==> src/rtl/uart_pkg.sv <==
// Shared UART types: transmitter states, parity modes and the data-bits encoding.
package uart_pkg;

   typedef enum logic [2:0] {
      IDLE,
      START,
      DATA,
      PARITY,
      STOP
   } state_e;

   localparam logic [1:0] PAR_NONE = 2'b00;
   localparam logic [1:0] PAR_EVEN = 2'b01;
   localparam logic [1:0] PAR_ODD  = 2'b10;

   localparam logic [1:0] BITS_5 = 2'b00;
   localparam logic [1:0] BITS_6 = 2'b01;
   localparam logic [1:0] BITS_7 = 2'b10;
   localparam logic [1:0] BITS_8 = 2'b11;

   // Number of data bits (5..8) selected by a cfg_bits code.
   function automatic logic [3:0] bit_count(input logic [1:0] bits);
      return 4'(bits) + 4'd5;
   endfunction

endpackage

==> src/rtl/uart_tx_buffered_if.sv <==
// Byte write handshake into the buffered UART transmitter.
interface uart_tx_buffered_if;
   logic       s_valid;
   logic [7:0] s_data;
   logic       s_ready;

   modport master (output s_valid, output s_data, input s_ready);
   modport slave  (input s_valid, input s_data, output s_ready);
endinterface

==> src/rtl/uart_sync_fifo.sv <==
// Synchronous FIFO, registered occupancy count; read data is the head entry (no fall-through).
module uart_sync_fifo #(
   parameter int unsigned WIDTH = 8,
   parameter int unsigned DEPTH = 16
) (
   input  logic                   clk,
   input  logic                   rst,
   input  logic                   push,
   input  logic                   pop,
   input  logic [WIDTH-1:0]       wr_data,
   output logic [WIDTH-1:0]       rd_data,
   output logic [$clog2(DEPTH):0] count,
   output logic                   full,
   output logic                   empty
);
   localparam int unsigned AW = $clog2(DEPTH);
   localparam int unsigned CW = AW + 1;

   logic [WIDTH-1:0] mem [DEPTH];
   logic [AW-1:0]    wr_ptr;
   logic [AW-1:0]    rd_ptr;
   logic             do_push;
   logic             do_pop;

   assign full    = (count == CW'(DEPTH));
   assign empty   = (count == '0);
   assign do_push = push && !full;
   assign do_pop  = pop && !empty;
   assign rd_data = mem[rd_ptr];

   always_ff @(posedge clk) begin
      if (!rst) begin
         wr_ptr <= '0;
         rd_ptr <= '0;
         count  <= '0;
      end else begin
         if (do_push) wr_ptr <= wr_ptr + AW'(1);
         if (do_pop)  rd_ptr <= rd_ptr + AW'(1);
         count <= count + CW'(do_push) - CW'(do_pop);
      end
   end

   // Storage is not reset; only the pointers define validity.
   always_ff @(posedge clk) begin
      if (do_push) mem[wr_ptr] <= wr_data;
   end

endmodule

==> src/rtl/uart_tx_buffered.sv <==
// Buffered UART transmitter with runtime frame format; parity support built only
// when UART_TX_PARITY_EN is defined.
module uart_tx_buffered
   import uart_pkg::*;
#(
   parameter int unsigned FIFO_DEPTH = 16,
   parameter int unsigned BAUD_W     = 16
) (
   input  logic                        clk,
   input  logic                        rst,
   input  logic [BAUD_W-1:0]           baud_div,
   input  logic [1:0]                  cfg_bits,
   input  logic                        cfg_stop2,
   input  logic [1:0]                  cfg_parity,
   uart_tx_buffered_if.slave           s,
   output logic [$clog2(FIFO_DEPTH):0] fifo_count,
   output logic                        busy,
   output logic                        tx_done,
   output logic                        tx_o
);
   state_e            state, state_n;
   logic [BAUD_W-1:0] cnt, cnt_n, div_q, div_n;
   logic [7:0]        sh, sh_n;
   logic [2:0]        idx, idx_n, last_q, last_n;
   logic              stop2_q, stop2_n, stop_idx, stop_idx_n;
   logic              tx_n, done_n, load, full, empty;
   logic [7:0]        fifo_rd;
   logic              bit_end;

`ifdef UART_TX_PARITY_EN
   logic par_en_q, par_en_n, odd_q, odd_n, acc, acc_n;
`else
   logic unused_parity;
   assign unused_parity = ^cfg_parity;
`endif

   uart_sync_fifo #(.WIDTH(8), .DEPTH(FIFO_DEPTH)) u_fifo (
      .clk     (clk),
      .rst     (rst),
      .push    (s.s_valid),
      .pop     (load),
      .wr_data (s.s_data),
      .rd_data (fifo_rd),
      .count   (fifo_count),
      .full    (full),
      .empty   (empty)
   );

   assign s.s_ready = !full;
   assign bit_end   = (cnt == div_q - BAUD_W'(1));

   always_ff @(posedge clk) begin
      if (!rst) begin
         state    <= IDLE;
         cnt      <= '0;
         div_q    <= BAUD_W'(2);
         sh       <= '0;
         idx      <= '0;
         last_q   <= '0;
         stop2_q  <= 1'b0;
         stop_idx <= 1'b0;
         tx_o     <= 1'b1;
         tx_done  <= 1'b0;
         busy     <= 1'b0;
`ifdef UART_TX_PARITY_EN
         par_en_q <= 1'b0;
         odd_q    <= 1'b0;
         acc      <= 1'b0;
`endif
      end else begin
         state    <= state_n;
         cnt      <= cnt_n;
         div_q    <= div_n;
         sh       <= sh_n;
         idx      <= idx_n;
         last_q   <= last_n;
         stop2_q  <= stop2_n;
         stop_idx <= stop_idx_n;
         tx_o     <= tx_n;
         tx_done  <= done_n;
         busy     <= (state_n != IDLE);
`ifdef UART_TX_PARITY_EN
         par_en_q <= par_en_n;
         odd_q    <= odd_n;
         acc      <= acc_n;
`endif
      end
   end

   // tx_n is the line level for the coming cycle, so tx_o never lags the state.
   always_comb begin
      state_n    = state;
      cnt_n      = bit_end ? '0 : cnt + BAUD_W'(1);
      div_n      = div_q;
      sh_n       = sh;
      idx_n      = idx;
      last_n     = last_q;
      stop2_n    = stop2_q;
      stop_idx_n = stop_idx;
      tx_n       = 1'b1;
      done_n     = 1'b0;
      load       = 1'b0;
`ifdef UART_TX_PARITY_EN
      par_en_n   = par_en_q;
      odd_n      = odd_q;
      acc_n      = acc;
`endif
      case (state)
         IDLE: begin
            cnt_n = '0;
            load  = !empty;
         end
         START: begin
            tx_n = 1'b0;
            if (bit_end) begin
               state_n = DATA;
               tx_n    = sh[0];
            end
         end
         DATA: begin
            tx_n = sh[0];
            if (bit_end) begin
               sh_n  = {1'b0, sh[7:1]};
               idx_n = idx + 3'd1;
               tx_n  = sh[1];
               if (idx == last_q) begin
                  state_n    = STOP;
                  stop_idx_n = 1'b0;
                  tx_n       = 1'b1;
`ifdef UART_TX_PARITY_EN
                  acc_n = acc ^ sh[0];
                  if (par_en_q) begin
                     state_n = PARITY;
                     tx_n    = acc ^ sh[0] ^ odd_q;
                  end
`endif
               end
`ifdef UART_TX_PARITY_EN
               else begin
                  acc_n = acc ^ sh[0];
               end
`endif
            end
         end
`ifdef UART_TX_PARITY_EN
         PARITY: begin
            tx_n = acc ^ odd_q;
            if (bit_end) begin
               state_n    = STOP;
               stop_idx_n = 1'b0;
               tx_n       = 1'b1;
            end
         end
`endif
         STOP: begin
            if (bit_end) begin
               if (stop2_q && !stop_idx) begin
                  stop_idx_n = 1'b1;
               end else begin
                  done_n  = 1'b1;
                  state_n = IDLE;
                  load    = !empty;
               end
            end
         end
         default: state_n = IDLE;
      endcase

      // Pop and latch the whole frame format so mid-frame config changes are ignored.
      if (load) begin
         state_n = START;
         tx_n    = 1'b0;
         cnt_n   = '0;
         div_n   = (baud_div < BAUD_W'(2)) ? BAUD_W'(2) : baud_div;
         sh_n    = fifo_rd;
         idx_n   = '0;
         last_n  = 3'(bit_count(cfg_bits) - 4'd1);
         stop2_n = cfg_stop2;
`ifdef UART_TX_PARITY_EN
         par_en_n = (cfg_parity == PAR_EVEN) || (cfg_parity == PAR_ODD);
         odd_n    = (cfg_parity == PAR_ODD);
         acc_n    = 1'b0;
`endif
      end
   end

endmodule
==> src/flat_wrapper.sv <==
// flat-port wrapper written by rule: the top's interface ports become plain ports
module uart_tx_buffered_flat import uart_pkg::*;
#(
   parameter int unsigned FIFO_DEPTH = 16,
   parameter int unsigned BAUD_W     = 16
)
  (clk, rst, baud_div, cfg_bits, cfg_stop2, cfg_parity, fifo_count, busy, tx_done, tx_o, s_s_valid, s_s_data, s_s_ready);
  uart_tx_buffered_if s_i ();
  input  logic clk;
  input  logic rst;
  input  logic [BAUD_W-1:0] baud_div;
  input  logic [1:0] cfg_bits;
  input  logic cfg_stop2;
  input  logic [1:0] cfg_parity;
  output logic [$clog2(FIFO_DEPTH):0] fifo_count;
  output logic busy;
  output logic tx_done;
  output logic tx_o;
  input wire logic [$bits(s_i.s_valid)-1:0] s_s_valid;
  input wire logic [$bits(s_i.s_data)-1:0] s_s_data;
  output wire logic [$bits(s_i.s_ready)-1:0] s_s_ready;
  assign s_i.s_valid = s_s_valid;
  assign s_i.s_data = s_s_data;
  assign s_s_ready = s_i.s_ready;
  uart_tx_buffered #(.FIFO_DEPTH(FIFO_DEPTH), .BAUD_W(BAUD_W)) u_core (.clk(clk), .rst(rst), .baud_div(baud_div), .cfg_bits(cfg_bits), .cfg_stop2(cfg_stop2), .cfg_parity(cfg_parity), .s(s_i), .fifo_count(fifo_count), .busy(busy), .tx_done(tx_done), .tx_o(tx_o));
endmodule
==> config.mk <==
export PLATFORM = sky130hd
export DESIGN_NAME = uart_tx_buffered_flat
export DESIGN_NICKNAME = d
export VERILOG_FILES = /design/src/rtl/uart_pkg.sv /design/src/rtl/uart_tx_buffered_if.sv /design/src/rtl/uart_sync_fifo.sv /design/src/rtl/uart_tx_buffered.sv /design/src/flat_wrapper.sv
export SDC_FILE = /design/constraint.sdc
export NUM_CORES = 1
export LEC_CHECK = 0
export CAP_MARGIN = 25
export CORE_ASPECT_RATIO = 1.25
export CORE_UTILIZATION = 47
export DETAILED_ROUTE_END_ITERATION = 8
export PLACE_DENSITY = 0.67
export SYNTH_ARGS = -nofsm -noshare
export SYNTH_HDL_FRONTEND = slang
export SYNTH_HIERARCHICAL = 1
export SYNTH_SLANG_ARGS = --single-unit
==> constraint.sdc <==
create_clock -name clk -period 4.7 [get_ports clk]
set_clock_uncertainty 0.1 [all_clocks]
set_input_delay 0.94 -clock clk [delete_from_list [all_inputs] [get_ports clk]]
set_output_delay 0.94 -clock clk [all_outputs]
set_load 0.005 [all_outputs]
Yosys cells after proc, flatten, opt, wreduce, memory -nomap -nowiden
Memory sizes are Yosys's and may differ from the RTL's. A register that Yosys moved wholly into a read port is not among the register bits.
Index checks and enable logic that the tools add are counted.
{"block": "op_classes", "n_addsub": 9, "magnitude_cmp": 1, "eq_ne": 10, "n_mux": 29, "n_bitwise": 1, "n_reduce_logical": 18}
{"operator": "$mux W8", "n": 3}
{"operator": "$mux W3", "n": 6}
{"operator": "$add A16 B1 Y16 const B", "n": 1}
{"operator": "$eq A16 B16 Y1", "n": 1}
{"operator": "$lt A16 B2 Y1 const B", "n": 1}
{"operator": "$mux W16", "n": 1}
{"operator": "$sub A16 B1 Y16 const B", "n": 1}
{"operator": "$mux W1", "n": 13}
{"operator": "$pmux W3 S4", "n": 1}
{"operator": "$add A4 B1 Y4 const B", "n": 2}
{"operator": "$mux W4", "n": 2}
{"operator": "$ne A2 B1 Y1 const B", "n": 4}
{"operator": "$pmux W1 S2", "n": 3}
{"operator": "$reduce_bool A2 Y1", "n": 3}
{"operator": "$add A5 B1 Y5", "n": 1}
{"operator": "$eq A5 B5 Y1 const B", "n": 1}
{"operator": "$logic_not A5 Y1", "n": 1}
{"operator": "$reduce_and A5 Y1", "n": 1}
{"operator": "$sub A5 B1 Y5", "n": 1}
{"operator": "$reduce_and A2 Y1", "n": 2}
{"operator": "$reduce_or A4 Y1", "n": 1}
{"operator": "$add A2 B3 Y3 const B", "n": 1}
{"operator": "$add A3 B1 Y3 const B", "n": 1}
{"operator": "$eq A3 B1 Y1 const B", "n": 1}
{"operator": "11 further kinds", "n": 15}
{"block": "totals", "ff_bits": 67, "ram_bits": 128, "input_bits": 32, "output_inout_bits": 9, "wordCells": 83, "mem_count": 1}
{"name": "u_core.u_fifo.mem", "words": 16, "word_bits": 8, "read_ports": 1, "rd_ports_with_merged_regs": 1, "wr": 1, "line_no": "uart_sync_fifo.sv:19", "rtl": "logic [WIDTH-1:0] mem [DEPTH];"}

Longest topological paths before layout
{"block": "depth", "depth_word": 8, "depth_mapped": 21, "depth_no_buf": 19}

Modules after synthesis
The synthesis kept the hierarchy.
{"mod": "uart_sync_fifo", "instances": 1, "cells_per_inst": 306, "area_per_inst_um2": 5831.8, "seq_area_each_um2": 4184.0}
{"mod": "uart_tx_buffered", "instances": 1, "cells_per_inst": 343, "area_per_inst_um2": 3050.4, "seq_area_each_um2": 1081.0}

Worst setup path after synthesis
No wires, ideal clock.
{"block": "synth_timing", "path_kind": "reg-to-reg", "startpoint": "register u_core.div_q[0]", "endpoint": "register u_core.u_fifo.count[4]", "t_arrival_ps": 4303, "t_required_ps": 4484, "setup_slack_ps": 181, "stages_incl_launch_ff": 22, "n_path_buf": 2, "synth_period_minus_slack_ps": 4519, "cell_sequence": "dfxtp_1 inv_1 ha_1 buf_2 or4b_1 or4_4 and3_4 o21ai_4 nor4_2 nor2_4 inv_2 buf_6 nand2_1 inv_1 ha_1 inv_1 ha_1 fa_1 a21oi_1 nor2_1 or3_1 and3_1"}
{"block": "synth_via", "elab_chain_len": 6}
{"element": "from (decl)", "line_no": "uart_tx_buffered.sv:22", "rtl": "logic [BAUD_W-1:0] cnt, cnt_n, div_q, div_n;"}
{"element": "from (signal assigned)", "line_no": "uart_tx_buffered.sv:73", "rtl": "div_q <= div_n;"}
{"element": "$sub A16 B1 Y16", "line_no": "uart_tx_buffered.sv:50", "rtl": "assign bit_end = (cnt == div_q - BAUD_W'(1));"}
{"element": "$eq A16 B16 Y1", "line_no": "uart_tx_buffered.sv:50"}
{"element": "$mux W1", "line_no": "uart_tx_buffered.sv:156", "rtl": "if (bit_end) begin"}
{"element": "$pmux W1 S2", "line_no": "uart_tx_buffered.sv:108", "rtl": "case (state)"}
{"element": "net u_core.load", "line_no": "uart_tx_buffered.sv:26", "rtl": "logic tx_n, done_n, load, full, empty;"}
{"element": "$logic_and A1 B1 Y1", "line_no": "uart_sync_fifo.sv:28", "rtl": "assign do_pop = pop && !empty;"}
{"element": "$sub A5 B1 Y5", "line_no": "uart_sync_fifo.sv:39", "rtl": "count <= count + CW'(do_push) - CW'(do_pop);"}
{"element": "to (signal assigned)", "line_no": "uart_sync_fifo.sv:39"}
{"element": "to (decl)", "line_no": "uart_sync_fifo.sv:12", "rtl": "output logic [$clog2(DEPTH):0] count,"}
The timed path passes the listed nets, and every way through them passes these cells.
A chain may end at the register's enable or synchronous reset.

Worst setup path in the final report
{"block": "layout_timing", "startpoint": "register u_core.div_q[0]", "endpoint": "register u_core.u_fifo.count[4]"}
{"block": "layout_via", "elab_chain_len": 6}
{"element": "$sub A16 B1 Y16", "line_no": "uart_tx_buffered.sv:50"}
{"element": "$eq A16 B16 Y1", "line_no": "uart_tx_buffered.sv:50"}
{"element": "$mux W1", "line_no": "uart_tx_buffered.sv:156"}
{"element": "$pmux W1 S2", "line_no": "uart_tx_buffered.sv:108"}
{"element": "$logic_and A1 B1 Y1", "line_no": "uart_sync_fifo.sv:28"}
{"element": "$sub A5 B1 Y5", "line_no": "uart_sync_fifo.sv:39"}
No other way between the ends.

==> flow_summary.ini <==
[clock_tree]
ctsHoldBuffers = 0
numClockSinks = 199
cts_made_buffers = 17
cts_root_buf = clkbuf_16
path_clk_slew_ns = 0.08
clockBufferDepth = 2
cts_tree = yes
htreeDepth = 4
insertion_delay_ns = 0.45

[sta]
hold_viol_final = 0
fmax_mhz = 222
fin_crit_sh = 0.960
setup_violations = 0
slew_violations = 0
worst_pin_slew_ns = 1.01
relSlewSlack = 0.327
fin_tns_setup_ns = 0
rsz0062_at_grt = false
post-route-min-period_ns = 4.51

[logic_synthesis]
yosysTopAreaCellShare = 0.433
yosysSeqAreaShare = 0.593
synthArstFlopShare = 0
synth_top_cells_by_count = edfxtp_1 (128), dfxtp_1 (71), nand2_1 (39)
ys_seq_elements = 199
synth_area_leaders = edfxtp_1 (43%), dfxtp_1 (16%), mux4_2 (4.6%)
syn_inst = 649
yosysWarningCount = 6
synth.avg_cell_area_sq_um = 13.7
synth_area_sq_um = 8880
synthFlopType = edfxtp_1
yosysMostFrequentCell = edfxtp_1
synth_largest_area_cell = edfxtp_1
syn-num-nets = 696
synth_edf_count = 128
synth_cell_types = 71

[finish]
drive_above_1_share = 0.165
n_antenna_cell = 0
nets = 733
area.growth.synth_to_final_pct = 13.5
fillCellCount = 1466
final_util = 0.551
multi_input_area_sq_um = 3320
area.sequential_sq_um = 5270
final_area_sq_um = 10100

[setup_path]
path_class = reg -> reg
cp.required_ns = 4.94
worstSetupStartpointType = flip-flop
path_max_fanout = 6
cp-end-kind = flip-flop
crit_arrival_ns = 4.75

[power]
comb_power_share = 0.296
power.density_nw_per_um2 = 519
ir_drop_v = 0.000277
p_total_mw = 5.23
p_sw_frac = 0.338
pwr-share-clk = 0.283
power.internal_mw = 3.47
p_leak_nw = 3.39
sequentialPowerShare = 0.421
p_switching_mw = 1.77

[place]
dp_hpwl_mm = 12.0
gp_congestion = 0.891
io_buffers = 38
placedInstanceArea_sq_um = 9440

[route]
drt-pass1-iter-count = 6
vias = 5275
vias_per_cell = 5.69
drcViolationCount = 9
postRouteAntennaNets = 0
drtIter0Drc = 440
routed_wl_mm = 17.6
wl_per_cell_um = 19.0

[global_routing]
track_usage = 0.192
antenna_found_initial = 0
grt_max_degree = 37
grt_first_pass_wirelength_mm = 28.4
grt_pass1_vias = 5420
globalRoute.totalOverflow = 0

[floorplanning]
dieArea_sq_um = 19500
die_h_um = 156
rows = 55
io_pins = 41
coreArea_sq_um = 18300
start_util = 0.485
die_width_um = 125

[status]
failed_checks = DRC
status = finished, violations left

[run]
cap_violations = 0

[hold_path]
hold_class = reg -> reg
## what timing repair did
action	4_1_cts	5_1_grt
endpoints found under the setup margin	0	1
buffers inserted	0	0
gates resized for setup	0	4
## worst max-delay path: stages (launching register included)
cell     delay, ns
dfxtp_1       0.37
inv_1         0.09
ha_1          0.18
or4b_4        0.51
or4_4         0.51
and3_4        0.21
o21ai_4       0.25
nor4_4        0.08
nor2_4        0.15
inv_2         0.04
nand2_1       0.13
inv_1         0.07
ha_1          0.26
inv_1         0.04
ha_1          0.20
fa_1          0.42
a21oi_1       0.18
nor2_1        0.08
or3_1         0.34
and3_1        0.19
## cells in the final DEF (no fill, tap or decap), types with 3 or more instances in the layout
cell type,n
a21oi_2,10
a31oi_1,4
nor4_1,12
mux4_1,14
a211oi_1,3
nand2b_1,3
buf_4,10
nand2_2,10
a22oi_1,16
clkbuf_16,17
nor3b_1,3
or3_1,6
a21oi_1,17
inv_1,23
nor2_4,9
xor2_1,22
clkinv_8,5
and3_1,7
nand2_1,39
dfxtp_1,70
o21ai_1,7
o21ai_0,5
ha_1,14
or4_4,3
nor2_1,35
nor3_1,10
or2_2,4
mux4_2,18
inv_12,3
edfxtp_1,128
inv_6,3
mux2i_1,12
nand4_1,9
xnor2_1,24
and2_1,21
clkdlybuf4s50_1,38
nand3_1,15
## layer usage
metal | global-route usage | vias up | wire length (um)
met1 | 0.221 | 2629 | 7120
met4 | 0.0801 | 0 | 371
met3 | 0.0367 | 21 | 708
met5 | 0 | - | 0
met2 | 0.350 | 114 | 9390
li1 | - | 2511 | -
## final timing paths
kind,from,endpoint,slack (ns),cells after the start
hold reg to reg,u_core/stop2_q,u_core/stop_idx,0.39,2
setup reg to reg,u_core/div_q[0],u_core/u_fifo/count[4],0.19,19
hold / removal,u_core/stop2_q,u_core/stop_idx,0.39,2
setup / recovery,u_core/div_q[0],u_core/u_fifo/count[4],0.19,19
## cell families (layout without fill, tap and decap cells)
| family | count (synthesis) | in the layout | synth area share |
|---|---|---|---|
| buf+inv | 56 | 106 | 0.0365 |
| xor+xnor | 46 | 46 | 0.0454 |
| simple gates | 208 | 208 | 0.137 |
| fa+ha+maj | 15 | 15 | 0.0220 |
| mux | 44 | 44 | 0.101 |
| compound gates | 81 | 81 | 0.0658 |
| flops | 199 | 199 | 0.593 |
## power by group through the flow
stage	Clock [mW]	Combinational, mW	Sequential (mW)
finish	1.48	1.55	2.20
global route	1.58	1.69	2.23
floorplan	0	1.19	2.17
detailed placement	0	1.53	2.24
global placement	0	1.38	2.28
CTS	1.51	1.53	2.20
## stage by stage
step / std cells / setup WS (ns) / hold WS [ns]
after floorplan: 649 / 0.181 / 0.348
after detailed placement: 895 / 0.182 / 0.376
after CTS: 927 / 0.150 / 0.389
after global placement: 893 / 0.320 / 0.366
after global routing: 927 / 0.0191 / 0.416
final: 927 / 0.188 / 0.390
## area by class of cell
type	instances	area share
Tap cell	228	0.0283
Multi-Input combinational cell	394	0.329
Timing Repair Buffer	50	0.0499
Clock inverter	15	0.0190
Sequential cell	199	0.523
Clock buffer	17	0.0422
Inverter	24	0.00894
## flip-flops by register name, summed over array words and instances, names as in the netlist, named ones only
register              count
u_core/stop2_q            1
u_core/div_q             16
u_core/u_fifo/wr_ptr      4
u_core/state              3
u_core/sh                 8
u_core/stop_idx           1
u_core/u_fifo/rd_ptr      4
u_core/cnt               16
u_core/tx_o               1
u_core/idx                3
u_core/u_fifo/mem       128
u_core/u_fifo/count       5
u_core/tx_done            1
u_core/busy               1
u_core/last_q             3
Power figures use the tool's default switching activity.
